===== src/rtl/fp_ci_pkg.sv =====
// Shared opcode, latency and state definitions for the FP custom-instruction master.
package fp_ci_pkg;

  localparam logic [1:0] OP_ADD     = 2'd0;
  localparam logic [1:0] OP_SUB     = 2'd1;
  localparam logic [1:0] OP_MUL     = 2'd2;
  localparam logic [1:0] OP_ILLEGAL = 2'd3;

  localparam int unsigned ADD_LAT = 7;
  localparam int unsigned SUB_LAT = 7;
  localparam int unsigned MUL_LAT = 5;

  typedef enum logic [1:0] {
    ST_IDLE,
    ST_ISSUE,
    ST_WAIT,
    ST_RESP
  } state_t;

endpackage


===== src/rtl/fp_ci_master.sv =====
// Initiator for the multi-cycle Nios FP custom-instruction slave: one command in
// flight, start pulse, wait for done (with timeout), then a held response.
module fp_ci_master
  import fp_ci_pkg::*;
#(
  parameter int unsigned TIMEOUT_CYCLES = 32,
  parameter int unsigned OPW            = 2
) (
  input  logic            clk,
  input  logic            reset_n,
  input  logic            cmd_valid,
  output logic            cmd_ready,
  input  logic [OPW-1:0]  cmd_op,
  input  logic [31:0]     cmd_a,
  input  logic [31:0]     cmd_b,
  output logic            rsp_valid,
  input  logic            rsp_ready,
  output logic [31:0]     rsp_data,
  output logic            rsp_err,
  output logic            busy,
  output logic [31:0]     ci_dataa,
  output logic [31:0]     ci_datab,
  output logic [OPW-1:0]  ci_n,
  output logic            ci_start,
  output logic            ci_clk_en,
  input  logic [31:0]     ci_result,
  input  logic            ci_done
);

  localparam int unsigned TW = $clog2(TIMEOUT_CYCLES + 1);

  state_t          state_q, state_d;
  logic            run_q;
  logic [TW-1:0]   timer_q;
  logic            accept;
  logic            op_illegal;
  logic            timer_last;

  assign accept     = cmd_valid && cmd_ready;
  assign op_illegal = (cmd_op == OPW'(OP_ILLEGAL));
  assign timer_last = (timer_q == TW'(TIMEOUT_CYCLES - 1));

  // run_q keeps cmd_ready and clk_en low until the first clock after reset.
  assign cmd_ready = run_q && (state_q == ST_IDLE);
  assign ci_clk_en = run_q;
  assign ci_start  = (state_q == ST_ISSUE);
  assign rsp_valid = (state_q == ST_RESP);
  assign busy      = (state_q != ST_IDLE);

  always_ff @(posedge clk or negedge reset_n) begin
    if (!reset_n) begin
      state_q <= ST_IDLE;
    end else begin
      state_q <= state_d;
    end
  end

  always_comb begin
    state_d = state_q;
    case (state_q)
      ST_IDLE: begin
        if (accept) begin
          state_d = op_illegal ? ST_RESP : ST_ISSUE;
        end
      end
      ST_ISSUE: state_d = ST_WAIT;
      ST_WAIT: begin
        if (ci_done || timer_last) begin
          state_d = ST_RESP;
        end
      end
      ST_RESP: begin
        if (rsp_ready) begin
          state_d = ST_IDLE;
        end
      end
      default: state_d = ST_IDLE;
    endcase
  end

  always_ff @(posedge clk or negedge reset_n) begin
    if (!reset_n) begin
      run_q    <= 1'b0;
      timer_q  <= '0;
      ci_dataa <= '0;
      ci_datab <= '0;
      ci_n     <= '0;
      rsp_data <= '0;
      rsp_err  <= 1'b0;
    end else begin
      run_q <= 1'b1;
      case (state_q)
        ST_IDLE: begin
          if (accept) begin
            ci_n     <= cmd_op;
            ci_dataa <= cmd_a;
            ci_datab <= cmd_b;
            if (op_illegal) begin
              rsp_data <= '0;
              rsp_err  <= 1'b1;
            end
          end
        end
        ST_ISSUE: timer_q <= '0;
        ST_WAIT: begin
          // done wins over a simultaneous timeout; timer saturates at the limit.
          if (ci_done) begin
            rsp_data <= ci_result;
            rsp_err  <= 1'b0;
          end else if (timer_last) begin
            rsp_data <= '0;
            rsp_err  <= 1'b1;
          end
          if (!ci_done && timer_q != TW'(TIMEOUT_CYCLES)) begin
            timer_q <= timer_q + 1'b1;
          end
        end
        default: ;
      endcase
    end
  end

endmodule


===== config.mk =====
export PLATFORM = sky130hd
export DESIGN_NAME = fp_ci_master
export DESIGN_NICKNAME = d
export VERILOG_FILES = /design/src/rtl/fp_ci_pkg.sv /design/src/rtl/fp_ci_master.sv
export SDC_FILE = /design/constraint.sdc
export NUM_CORES = 1
export LEC_CHECK = 0
export BUFFER_PORTS_ARGS = -buffer_cell sky130_fd_sc_hd__buf_2
export CAP_MARGIN = 20
export CORE_MARGIN = 1
export CORE_UTILIZATION = 30
export CTS_CLUSTER_DIAMETER = 60
export DETAILED_ROUTE_END_ITERATION = 12
export GPL_TIMING_DRIVEN = 0
export PLACE_DENSITY = 0.67
export SKIP_LAST_GASP = 1
export SLEW_MARGIN = 25
export SYNTH_ARGS = -nofsm -noshare
export SYNTH_HDL_FRONTEND = slang
export SYNTH_SLANG_ARGS = --single-unit

===== constraint.sdc =====
create_clock -name clk -period 1.8 [get_ports clk]
set_input_delay 0.18 -clock clk [delete_from_list [all_inputs] [get_ports clk]]
set_output_delay 0.18 -clock clk [all_outputs]
set_load 0.02 [all_outputs]

After elaboration in Yosys (flattened, before gate mapping)
Cells that the tools add are included.
{"block": "totals", "wordCells": 51, "input_bits": 103, "regBits": 108}
{"block": "op_classes", "n_mux": 17, "add_sub_neg": 1, "n_eq_ne": 12, "reduce_logical": 13}
{"op": "$mux 32", "n": 4}
{"op": "$pmux 32 s2", "n": 1}
{"op": "$pmux 6 s2", "n": 1}
{"op": "$mux 2", "n": 4}
{"op": "$ne 2x2->1 const B", "n": 4}
{"op": "$pmux 2 s4", "n": 1}
{"op": "$add 6x1->6 const B", "n": 1}
{"op": "$eq 2x2->1 const B", "n": 3}
{"op": "$eq 6x5->1 const B", "n": 1}
{"op": "$mux 6", "n": 1}
{"op": "$ne 6x6->1 const B", "n": 1}
{"op": "$reduce_bool 2->1", "n": 3}
{"op": "$mux 1", "n": 4}
{"op": "$reduce_and 2->1", "n": 2}
{"op": "$reduce_and 4->1", "n": 1}
{"op": "$logic_and 1x1->1", "n": 3}
{"op": "$ne 3x3->1 const B", "n": 1}
{"op": "$reduce_and 3->1", "n": 1}
{"op": "$eq 2x1->1 const B", "n": 1}
{"op": "$logic_not 2->1", "n": 1}
{"op": "$ne 2x1->1 const B", "n": 1}
{"op": "$pmux 1 s2", "n": 1}
{"op": "$logic_not 1->1", "n": 1}
{"op": "$logic_or 1x1->1", "n": 1}

Longest topological paths before layout
Gate-level depths: netlist (run 1).
{"block": "logic_depth", "word_depth": 5, "mapped_depth": 7}

Worst setup path before layout (run 1)
OpenSTA, ideal clock, no wires.
{"block": "synth_timing", "kind": "register to register", "from": "register state_q[0]", "to": "register ci_dataa[0]", "required_ns": 1.675, "path_slack_ns": 0.069, "path_buffers": 3, "t_arrival_ns": 1.607, "setup_time_ns": 0.125, "path_stages_with_launch": 8, "synth_period_minus_slack_ns": 1.731, "path_cell_list": "dfrtp_1 inv_1 ha_1 buf_2 nand3_1 buf_2 buf_2 mux2_2"}
{"block": "synth_via", "elab_chain_cells": 4}
{"element": "start, declared", "line": "fp_ci_master.sv:32", "source": "state_t state_q, state_d;"}
{"element": "start signal, assigned", "line": "fp_ci_master.sv:54", "source": "state_q <= state_d;"}
{"element": "$logic_not 2->1 *", "line": "fp_ci_master.sv:44, fp_ci_master.sv:92"}
{"element": "$logic_and 1x1->1", "line": "fp_ci_master.sv:44", "source": "assign cmd_ready = run_q && (state_q == ST_IDLE);"}
{"element": "$logic_and 1x1->1", "line": "fp_ci_master.sv:39", "source": "assign accept = cmd_valid && cmd_ready;"}
{"element": "$reduce_and 2->1 (no source line) *"}
{"element": "end signal, assigned", "line": "fp_ci_master.sv:96", "source": "ci_dataa <= cmd_a;"}
{"element": "end, declared", "line": "fp_ci_master.sv:21", "source": "output logic [31:0] ci_dataa,"}
Mark *: on every way between the ends. The rest lies on a longest branch, timed or not.
A chain may end at the register's enable or synchronous reset.

Worst setup path after layout (run 1)
{"block": "layout_timing", "from": "register state_q[0]", "to": "register rsp_data[28]"}
{"block": "layout_via", "elab_chain_cells": 5, "elab_cells_between_ends": 10, "cone_classes": "eq/ne: 4; mux: 1; reduce/logical: 5"}
{"element": "$logic_not 2->1", "line": "fp_ci_master.sv:44, fp_ci_master.sv:92"}
{"element": "$logic_and 1x1->1", "line": "fp_ci_master.sv:44"}
{"element": "$logic_and 1x1->1", "line": "fp_ci_master.sv:39"}
{"element": "$ne 2x2->1 (no source line)"}
{"element": "$reduce_and 4->1 (no source line)"}
{"element": "end signal, assigned", "line": "fp_ci_master.sv:108", "source": "rsp_data <= ci_result;"}
{"element": "end, declared", "line": "fp_ci_master.sv:18", "source": "output logic [31:0] rsp_data,"}
Several ways; a longest one is shown, not always the timed one.

==> reports/qor.csv, run 1 <==
stage,metric,value,unit
min_path,min_from,ci_result[16],
drt,vias_per_cell,4.60,
pwr,power.density,1740,nW/um^2
placed_design,hpwlAfterDp,7900,um
finish,final_cell_mix,"buf_2 (209), dfrtp_1 (108), mux2_2 (66)",
setup_path,crit_type,reg2reg,
clocking,h-tree-depth,3,
timing,final_max_slew_viol_count,0,
clocking,cts_max_path_buffers,2,
synthesis,ys_top_cells_by_area,"dfrtp_1 (64%), mux2_2 (17%), a22o_1 (6.2%)",
drt,postRouteAntennaNets,0,
min_path,hp-class,in2reg,
placed_design,io_buffers,206,
synthesis,synthXorXnorAreaFrac,0.823,%
finish,utilization,42.7,%
finish,nNetsFinal,615,
floorplan,start_util,30.7,%
flow_run,maxCapViolations,0,
drt,finalWirelength,10400,um
clocking,tritoncts,built,
synthesis,syn_inst,284,
clocking,clock_sinks,108,
drt,drt_iter0_drc,116,
timing,timing.hold.ws,0.0559,ns
clocking,cts_buffers,9,
drt,post-route-drc-count,0,
finish,layout_commonest_cell,buf_2,
synthesis,netlist_area,4260,um^2
setup_path,r2r_start,state_q[0],
pwr,p_total,10.3,mW
clocking,clk_pin_slew,0.07,ns
setup_path,critPathCaptureType,register,
setup_path,ff2ff_setup_slack,0.13,ns
synthesis,muxShareOfSynthArea,17.9,%
floorplan,rows,43,
synthesis,synth_top_family_by_area,multiplexers,
timing,hold_viol_final,0,
clocking,cts_root_buffer,clkbuf_16,
min_path,holdPathStages,2,
setup_path,critPathRequiredTime,2.08,ns
pwr,power_switching,4.00,mW
timing,final.period_utilization,92.7,%
synthesis,synth_seq_area_share,63.5,%
floorplan,pin_count,207,
finish,drive_above_1_share,61.3,%
placed_design,place.gp.congestion,0.838,
synthesis,synth.avg_cell_area,15.0,um^2
setup_path,start_kind,register,
synthesis,synth_compound_area_share,9.88,%
drt,drt-wirelength-per-cell,15.1,um
pwr,p_int,6.33,mW
synthesis,synth_top_area_cell,dfrtp_1,
pwr,p_leak,3.02,nW
drt,vias,3180,
min_path,min_to,rsp_data[16],
pwr,sw_frac_of_total,38.7,%
floorplan,core-area,13900,um^2
global_route,antenna_found_initial,0,
setup_path,cp_data_arrival_time,1.95,ns
setup_path,reg2reg_depth,6,
pwr,pwr-share-seq,37.7,%
synthesis,synth_cell_types,34,
synthesis,synth_top_area_share,63.5,%
setup_path,r2r_end,rsp_data[28],
pwr,ir_worst_vdd,0.765,mV
synthesis,ys_ff_latch,108,
timing,finalSetupTns,0,ns
global_route,grt_pass1_vias,3233,
run_status,status,finished clean,
finish,fillCellCount,1311,
timing,clock.fmax,599,MHz
drt,first_pass_iters,4,
setup_path,worstPathMaxFanout,10,
clocking,clock_latency,0.34,ns
synthesis,synth_nets,393,
global_route,grt_max_degree,60,
synthesis,synth-simple-area-share,3.12,%
global_route,grt_pass1_wl,16100,um
pwr,pwr-share-comb,44.5,%
floorplan,die_height,121,um
timing,fin_crit,1.67,ns
global_route,track_usage,14.2,%
floorplan,die_area,14700,um^2
synthesis,yosysWarnings,0,
floorplan,die_x,121,um
finish,area_growth,39.2,%
global_route,grt_overflow,0,
pwr,clkPwrFrac,17.8,%
timing,skew,0.00874,ns
timing,setup_viol,0,
synthesis,synthAdderAreaFrac,1.76,%
-- cell usage after synthesis, drive strengths merged --
cell    instances
ha              6
and3            1
o32ai           1
nor4            1
a21oi           7
dfrtp         108
a31o            1
nor3            2
nand4           2
o221ai          1
buf            14
a22o           32
a311o           1
a211oi          1
xnor2           2
a31oi           1
o21ai           3
mux2           66
conb            1
clkbuf          1
inv             8
o22ai           3
nor2b           1
xor2            2
nand2           8
nand3           3
mux2i           2
nor2            2
and2            1
nor3b           1
nand4b          1
-- worst max-delay path, stage by stage (launching register included) --
cell,delay (ns)
dfrtp_1,0.39
inv_1,0.11
ha_2,0.28
nand2_1,0.14
a21oi_4,0.22
buf_2,0.27
a22o_1,0.19
-- cells by family after synthesis --
kind of cell / after synthesis
xor+xnor: 4
fa+ha+maj: 6
flops: 108
compound gates: 51
buf+inv: 23
mux: 68
other cells: 1
simple gates: 23
-- sequential cells by signal, summed over array words and instances, names as in the netlist --
signal,count
ci_clk_en,1
ci_dataa,32
ci_datab,32
ci_n,2
rsp_data,32
rsp_err,1
state_q,2
timer_q,6
-- per-layer routing --
layer  share of wire, %  global-route usage [%]
met2                 50                    23.9
met5                  0                       0
met3                8.0                    5.97
met1                 41                    16.7
met4               0.83                    3.47
-- power groups by stage --
| stage | sequential [mW] | clock, mW | combinational (mW) |
|---|---|---|---|
| floorplan | 5.05 | 0 | 1.78 |
| global placement | 3.88 | 0 | 4.40 |
| detailed placement | 3.95 | 0 | 4.51 |
| CTS | 3.91 | 1.92 | 4.56 |
| global route | 4.01 | 2.02 | 4.92 |
| finish | 3.89 | 1.84 | 4.59 |
-- timing repair --
| item | CTS | global route |
|---|---|---|
| endpoints found under the hold margin | 49 | 0 |
| setup endpoints to repair | 70 | 83 |
| buffers inserted | 0 | 3 |
| resized for setup | 14 | 6 |
| pin swaps | 0 | 1 |
| hold buffers | 1 | 0 |
-- stage by stage --
| stage | instances | area, um^2 | worst slack, ns |
|---|---|---|---|
| global route | 691 | 5920 | -0.00753 |
| floorplan | 284 | 4260 | 0.0688 |
| global placement | 670 | 5510 | -0.644 |
| detailed placement | 671 | 5550 | -0.234 |
| CTS | 688 | 5870 | 0.0204 |
| finish | 692 | 5920 | 0.131 |
-- worst max-delay path by stage --
| stage | start | end | cells after the start |
|---|---|---|---|
| finish | state_q[0] | rsp_data[28] | 6 |
| global route | state_q[0] | rsp_data[25] | 6 |
| CTS | state_q[0] | ci_datab[27] | 7 |
| detailed placement | state_q[0] | ci_dataa[21] | 7 |
| global placement | reset_n | ci_datab[26] | 1 |
| floorplan | state_q[0] | ci_dataa[0] | 7 |
-- area by class of cell --
cell class | count | area [um^2] | share of cell area [%]
repair buffers | 211 | 1100 | 18.5
clock inverters | 3 | 21.3 | 0.359
clock buffers | 13 | 250 | 4.23
flip-flops and latches | 108 | 2700 | 45.6
plain buffers | 15 | 136 | 2.30
inverters | 8 | 30.0 | 0.507
multi-input cells | 153 | 1460 | 24.6
well taps | 180 | 225 | 3.80
diodes | 1 | 2.50 | 0.0423
No activity file was read; power rests on OpenSTA's default activity.
==> run 2: changes to the inputs <==
--- a/config.mk
+++ b/config.mk
@@ -5,14 +5,14 @@
 export SDC_FILE = /design/constraint.sdc
 export NUM_CORES = 1
 export LEC_CHECK = 0
-export BUFFER_PORTS_ARGS = -buffer_cell sky130_fd_sc_hd__buf_2
 export CAP_MARGIN = 20
 export CORE_MARGIN = 1
 export CORE_UTILIZATION = 30
 export CTS_CLUSTER_DIAMETER = 60
 export DETAILED_ROUTE_END_ITERATION = 12
+export DONT_BUFFER_PORTS = 1
 export GPL_TIMING_DRIVEN = 0
-export PLACE_DENSITY = 0.67
+export PLACE_DENSITY = 0.54
 export SKIP_LAST_GASP = 1
 export SLEW_MARGIN = 25
 export SYNTH_ARGS = -nofsm -noshare
==> constraint.sdc (replaced) <==
create_clock -name clk -period 1.8 [get_ports clk]
set_input_delay 0.18 -clock clk [delete_from_list [all_inputs] [get_ports clk]]
set_output_delay 0.18 -clock clk [all_outputs]
set_load 0.1 [all_outputs]
==> run 2 against run 1 <==
Effect of this change: the run now ends with negative hold slack left; register-to-register slack worse by 0.07 ns; cell count shrank 15%; first-iteration DRC count shrank 33%; die area unchanged; flip-flop and latch count did not move; non-clock buffer count fell by 105; critical path depth is 1 lower; via count is 13% lower; largest cell class unchanged; critical path type unchanged; sequential share of layout area up 0.12 points; setup slack lost 0.073 ns; hold slack got worse by 0.53 ns; global-route usage decreased by 0.23 points.
==> reports/qor.csv, run 2 (synthesis results as in run 1) <==
stage,metric,value,unit,change
drt,post-route-drc-count,0,,unchanged
global_route,track_usage,14.0,%,was 14.2%
finish,nNetsFinal,510,,was 615
placed_design,post-place-ws,-0.488,ns,was -0.234 ns
timing,timing.hold.ws,-0.474,ns,was 0.0559 ns
timing,final.period_utilization,96.8,%,was 92.7%
finish,fin_cells,586,,was 692
finish,drive_above_1_share,29.3,%,was 61.3%
finish,n_antenna_cell,0,,was 1
timing,slew_headroom,35.3,%,
clocking,h-tree-depth,3,,unchanged
finish,reg_top3,"ci_dataa x32, ci_datab x32, rsp_data x32",,unchanged
clocking,cts_hold_buf,98,,was 1
timing,clock.fmax,574,MHz,was 599 MHz
flow_run,maxCapViolations,0,,unchanged
setup_path,worstPathMaxFanout,7,,was 10
clocking,clock_latency,0.34,ns,about the same
finish,area_growth,39.0,%,was 39.2%
placed_design,placed_cells,464,,was 671
setup_path,r2r_start,state_q[0],,unchanged
timing,finalSetupTns,0,ns,unchanged
setup_path,critPathCaptureType,register,,unchanged
global_route,grt_pass1_vias,3042,,was 3233
min_path,hp-class,in2async,,was in2reg
timing,setup_ws,0.0578,ns,was 0.131 ns
drt,postRouteAntennaNets,0,,unchanged
run_status,status,"finished, violations left",,was finished clean
placed_design,placedInstanceArea,4490,um^2,was 5550 um^2
run_status,violations,negative hold slack,,
setup_path,reg2reg_depth,5,,was 6
setup_path,cp_data_arrival_time,1.96,ns,was 1.95 ns
drt,vias,2762,,was 3180
floorplan,core-area,13900,um^2,unchanged
placed_design,io_buffers,0,,was 206
drt,vias_per_cell,4.71,,was 4.60
finish,fin_area,5910,um^2,was 5920 um^2
floorplan,die_x,121,um,unchanged
timing,hold_viol_final,108,,was 0
global_route,grt_pass1_wl,15600,um,was 16100 um
finish,layout_commonest_cell,dfrtp_1,,was buf_2
drt,drt_iter0_drc,78,,was 116
setup_path,r2r_end,state_q[1],,was rsp_data[28]
placed_design,place.gp.congestion,0.765,,was 0.838
floorplan,die_area,14700,um^2,unchanged
clocking,clock_sinks,108,,unchanged
drt,first_pass_iters,6,,was 4
global_route,antenna_found_initial,0,,unchanged
floorplan,die_height,121,um,unchanged
clocking,tritoncts,built,,unchanged
setup_path,start_kind,register,,unchanged
timing,setup_viol,0,,unchanged
global_route,grt_overflow,0,,unchanged
timing,fin_crit,1.74,ns,was 1.67 ns
clocking,cts_root_buffer,clkbuf_16,,unchanged
timing,skew,0.0100,ns,was 0.00874 ns
floorplan,start_util,30.7,%,unchanged
setup_path,crit_type,reg2reg,,unchanged
setup_path,critPathRequiredTime,2.02,ns,was 2.08 ns
timing,worst-slew-pin-transition,0.970,ns,
timing,final_max_slew_viol_count,0,,unchanged
drt,finalWirelength,10300,um,was 10400 um
setup_path,ff2ff_setup_slack,0.06,ns,was 0.13 ns
clocking,clk_pin_slew,0.07,ns,about the same
floorplan,pin_count,207,,unchanged
clocking,cts_max_path_buffers,2,,unchanged
finish,final_cell_mix,"dfrtp_1 (107), dlygate4sd3_1 (98), mux2_2 (66)",,"was buf_2 (209), dfrtp_1 (108), mux2_2 (66)"
global_route,grt_max_degree,109,,was 60
placed_design,hpwlAfterDp,6740,um,was 7900 um
floorplan,rows,43,,unchanged
clocking,cts_buffers,9,,unchanged
drt,drt-wirelength-per-cell,17.6,um,was 15.1 um
[run 2: final cells by class]
cell class / instances / area (um^2)
buffer: 14 / 130
clock buffer: 14 / 264
clock inverter: 2 / 17.5
fill: 1263 / 7970
inverter: 8 / 33.8
multi-input combinational: 153 / 1480
sequential: 108 / 2710
tap: 180 / 225
timing repair buffer: 107 / 1060
[run 2: per-layer routing]
metal | up-vias | global-route usage (%) | wire [um]
met5 | - | 0 | 0
met3 | 17 | 4.70 | 740
met1 | 1375 | 15.6 | 4100
met2 | 118 | 24.2 | 5240
li1 | 1252 | - | -
met4 | 0 | 6.02 | 212
[run 2: worst max-delay path, stage by stage (launching register included)]
cell	delay [ns]
dfrtp_1	0.44
inv_2	0.12
ha_4	0.19
clkinvlp_4	0.46
a21oi_1	0.31
mux2i_1	0.10
[run 2: metrics by stage]
step / hold slack (ns) / util (%)
final: -0.474 / 42.6
after global routing: -0.501 / 42.6
after CTS: -0.495 / 42.1
after detailed placement: -0.114 / 32.3
after global placement: -0.114 / 32.3
after floorplan: -0.116 / -
[run 2: timing repair]
item,4_1_cts,5_1_grt
setup buffers,5,4
gates cloned,0,0
pin swaps,1,2
gates resized for setup,21,12
endpoints found under the setup margin,76,96
hold endpoints to repair,206,108
[run 2: worst max path at each step]
stage	from	end	slack, ns	depth (start not counted)
2_1_floorplan	state_q[0]	state_q[1]	0.05	6
3_3_place_gp	ci_clk_en	rsp_data[11]	-0.43	4
3_5_place_dp	ci_clk_en	rsp_data[3]	-0.49	4
4_1_cts	state_q[0]	busy	0.0003	4
5_1_grt	state_q[0]	busy	-0.004	3
6_report	state_q[0]	state_q[1]	0.06	5
Power of run 2 is left out: the tool's default activity adds up to more than one toggle a clock period on the data nets, which glitch-free logic cannot reach.
==> run 3: changes to the inputs <==
--- a/config.mk
+++ b/config.mk
@@ -12,7 +12,7 @@
 export DETAILED_ROUTE_END_ITERATION = 12
 export DONT_BUFFER_PORTS = 1
 export GPL_TIMING_DRIVEN = 0
-export PLACE_DENSITY = 0.54
+export PLACE_DENSITY = 0.53
 export SKIP_LAST_GASP = 1
 export SLEW_MARGIN = 25
 export SYNTH_ARGS = -nofsm -noshare
==> constraint.sdc (replaced) <==
create_clock -name clk -period 2.19 [get_ports clk]
set_input_delay 0.219 -clock clk [delete_from_list [all_inputs] [get_ports clk]]
set_output_delay 0.219 -clock clk [all_outputs]
set_load 0.1 [all_outputs]
==> run 3 against run 2 <==
Effect of this change: the flow still finishes with violations (negative hold slack); hold slack better by 0.035 ns; flip-flop and latch count is the same; clock skew decreased by 0.0034 ns; final area decreased by 10%; register-to-register slack better by 0.10 ns; utilization decreased by 4.5 points; via count is 7.6% lower; wire length is 9.1% lower; critical path depth shrank 1; global-route usage is 1.4 points lower; critical path type is now reg2out; critical endpoint is now busy; largest cell class unchanged; highest routed layer unchanged.
==> reports/qor.csv, run 3 (synthesis results as in run 1) <==
stage,metric,value,unit,change
timing,setup_viol,0,,unchanged
min_path,hp-class,in2async,,unchanged
finish,area_growth,24.4,%,was 39.0%
placed_design,post-place-ws,-0.337,ns,was -0.488 ns
finish,reg_top3,"ci_dataa x32, ci_datab x32, rsp_data x32",,unchanged
clocking,h-tree-depth,3,,unchanged
drt,vias,2552,,was 2762
finish,layout_commonest_cell,dfrtp_1,,unchanged
setup_path,slowest_delay,0.69,ns,was 0.46 ns
drt,drt-wirelength-per-cell,17.6,um,about the same
placed_design,hpwlAfterDp,6570,um,was 6740 um
floorplan,core-area,13900,um^2,unchanged
floorplan,start_util,30.7,%,unchanged
drt,first_pass_iters,4,,was 6
setup_path,cpMostUsedCell,inv_1,,
clocking,tritoncts,built,,unchanged
run_status,status,"finished, violations left",,unchanged
drt,vias_per_cell,4.80,,was 4.71
floorplan,rows,43,,unchanged
timing,skew,0.00659,ns,was 0.0100 ns
setup_path,worstPathCellList,inv_1 -> ha_1 -> buf_2 -> inv_1,,was inv_2 -> ha_4 -> clkinvlp_4 -> a21oi_1 -> mux2i_1
drt,post-route-drc-count,0,,unchanged
setup_path,cp_data_arrival_time,1.89,ns,was 1.96 ns
timing,final_max_slew_viol_count,0,,unchanged
timing,worst-slew-pin-transition,1.01,ns,was 0.970 ns
global_route,track_usage,12.5,%,was 14.0%
placed_design,place.gp.congestion,0.816,,was 0.765
clocking,clock_latency,0.34,ns,about the same
timing,hold_viol_final,108,,unchanged
finish,final_cell_mix,"dfrtp_1 (107), mux2_2 (66), dlygate4sd3_1 (52)",,"was dfrtp_1 (107), dlygate4sd3_1 (98), mux2_2 (66)"
clocking,clock_sinks,108,,unchanged
floorplan,die_height,121,um,unchanged
setup_path,slowest_stage,inv_1,,was clkinvlp_4
floorplan,die_x,121,um,unchanged
timing,clock.fmax,475,MHz,
timing,final.period_utilization,96.1,%,
setup_path,reg2reg_depth,7,,was 5
finish,drive_above_1_share,30.1,%,was 29.3%
drt,finalWirelength,9360,um,was 10300 um
setup_path,worstPathMaxFanout,9,,was 7
finish,nNetsFinal,456,,was 510
setup_path,critPathRequiredTime,1.97,ns,was 2.02 ns
setup_path,start_kind,register,,unchanged
global_route,grt_pass1_vias,2698,,was 3042
run_status,violations,negative hold slack,,unchanged
global_route,grt_max_degree,109,,unchanged
setup_path,critPathCaptureType,primary output,,was register
drt,drt_iter0_drc,74,,was 78
timing,timing.hold.ws,-0.439,ns,was -0.474 ns
timing,rsz0062_at_grt,false,,
setup_path,crit_buf_inv,3,,was 2
timing,slew_headroom,32.7,%,was 35.3%
global_route,antenna_found_initial,0,,unchanged
finish,n_antenna_cell,0,,unchanged
drt,postRouteAntennaNets,0,,unchanged
clocking,cts_max_path_buffers,2,,unchanged
global_route,grt_overflow,0,,unchanged
clocking,clk_pin_slew,0.07,ns,about the same
setup_path,cp_top_family,buffers and inverters,,unchanged
clocking,cts_root_buffer,clkbuf_16,,unchanged
setup_path,crit_type,reg2out,,was reg2reg
placed_design,io_buffers,0,,unchanged
flow_run,maxCapViolations,0,,unchanged
floorplan,die_area,14700,um^2,unchanged
timing,setup_ws,0.0859,ns,was 0.0578 ns
timing,fin_crit,2.10,ns,
global_route,grt_pass1_wl,13800,um,was 15600 um
clocking,cts_buffers,9,,unchanged
finish,fillCellCount,1340,,was 1263
floorplan,pin_count,207,,unchanged
setup_path,critical_path_depth,4,,was 5
[run 3: worst paths after layout]
path | from | endpoint | slack, ns
worst min-delay path | reset_n | ci_dataa[10] | -0.44
min in group clk | ci_result[22] | rsp_data[22] | 0.02
worst max register to register | state_q[0] | ci_datab[24] | 0.16
worst max-delay path | state_q[0] | busy | 0.09
max in group asynchronous | reset_n | ci_clk_en | 2.49
worst min register to register | timer_q[1] | timer_q[1] | 0.62
[run 3: stage by stage]
stage                     std cells  setup TNS (ns)  instance area, um^2  util [%]
final                           532               0                 5290      38.1
after floorplan                 284               0                 4260         -
after detailed placement        464           -8.59                 4480      32.3
after CTS                       529               0                 5260      37.9
after global placement          464           -6.63                 4480      32.3
after global routing            532               0                 5290      38.1
[run 3: worst register-to-register path: cells and delay by family, from the launching register on]
family        cells  cell delay, ns
flops             1            0.38
simple gates      1            0.14
buf+inv           4            0.83
mux               1            0.38
fa+ha+maj         1            0.19
[run 3: cell type report]
type / instances / area, um^2 / area share, %
clock buffers: 10 / 229 / 4.33
multi-input cells: 153 / 1440 / 27.2
well taps: 180 / 225 / 4.25
flip-flops and latches: 108 / 2700 / 51.1
plain buffers: 15 / 92.6 / 1.75
repair buffers: 52 / 520 / 9.83
inverters: 8 / 30.0 / 0.567
clock inverters: 6 / 55.1 / 1.04
[run 3: what timing repair did]
item | CTS | global route
hold buffers | 49 | 3
endpoints found under the hold margin | 157 | 111
setup buffers | 0 | 0
resized for setup | 3 | 0
endpoints found under the setup margin | 71 | 0
[run 3: metal layers]
metal | track usage, % | vias up | part of all wire, %
li1 | - | 1154 | -
met1 | 14.3 | 1264 | 39
met2 | 21.1 | 117 | 51
met3 | 3.52 | 17 | 7.2
met4 | 7.10 | 0 | 2.7
met5 | 0 | - | 0
Power of run 3 is left out for the same reason.
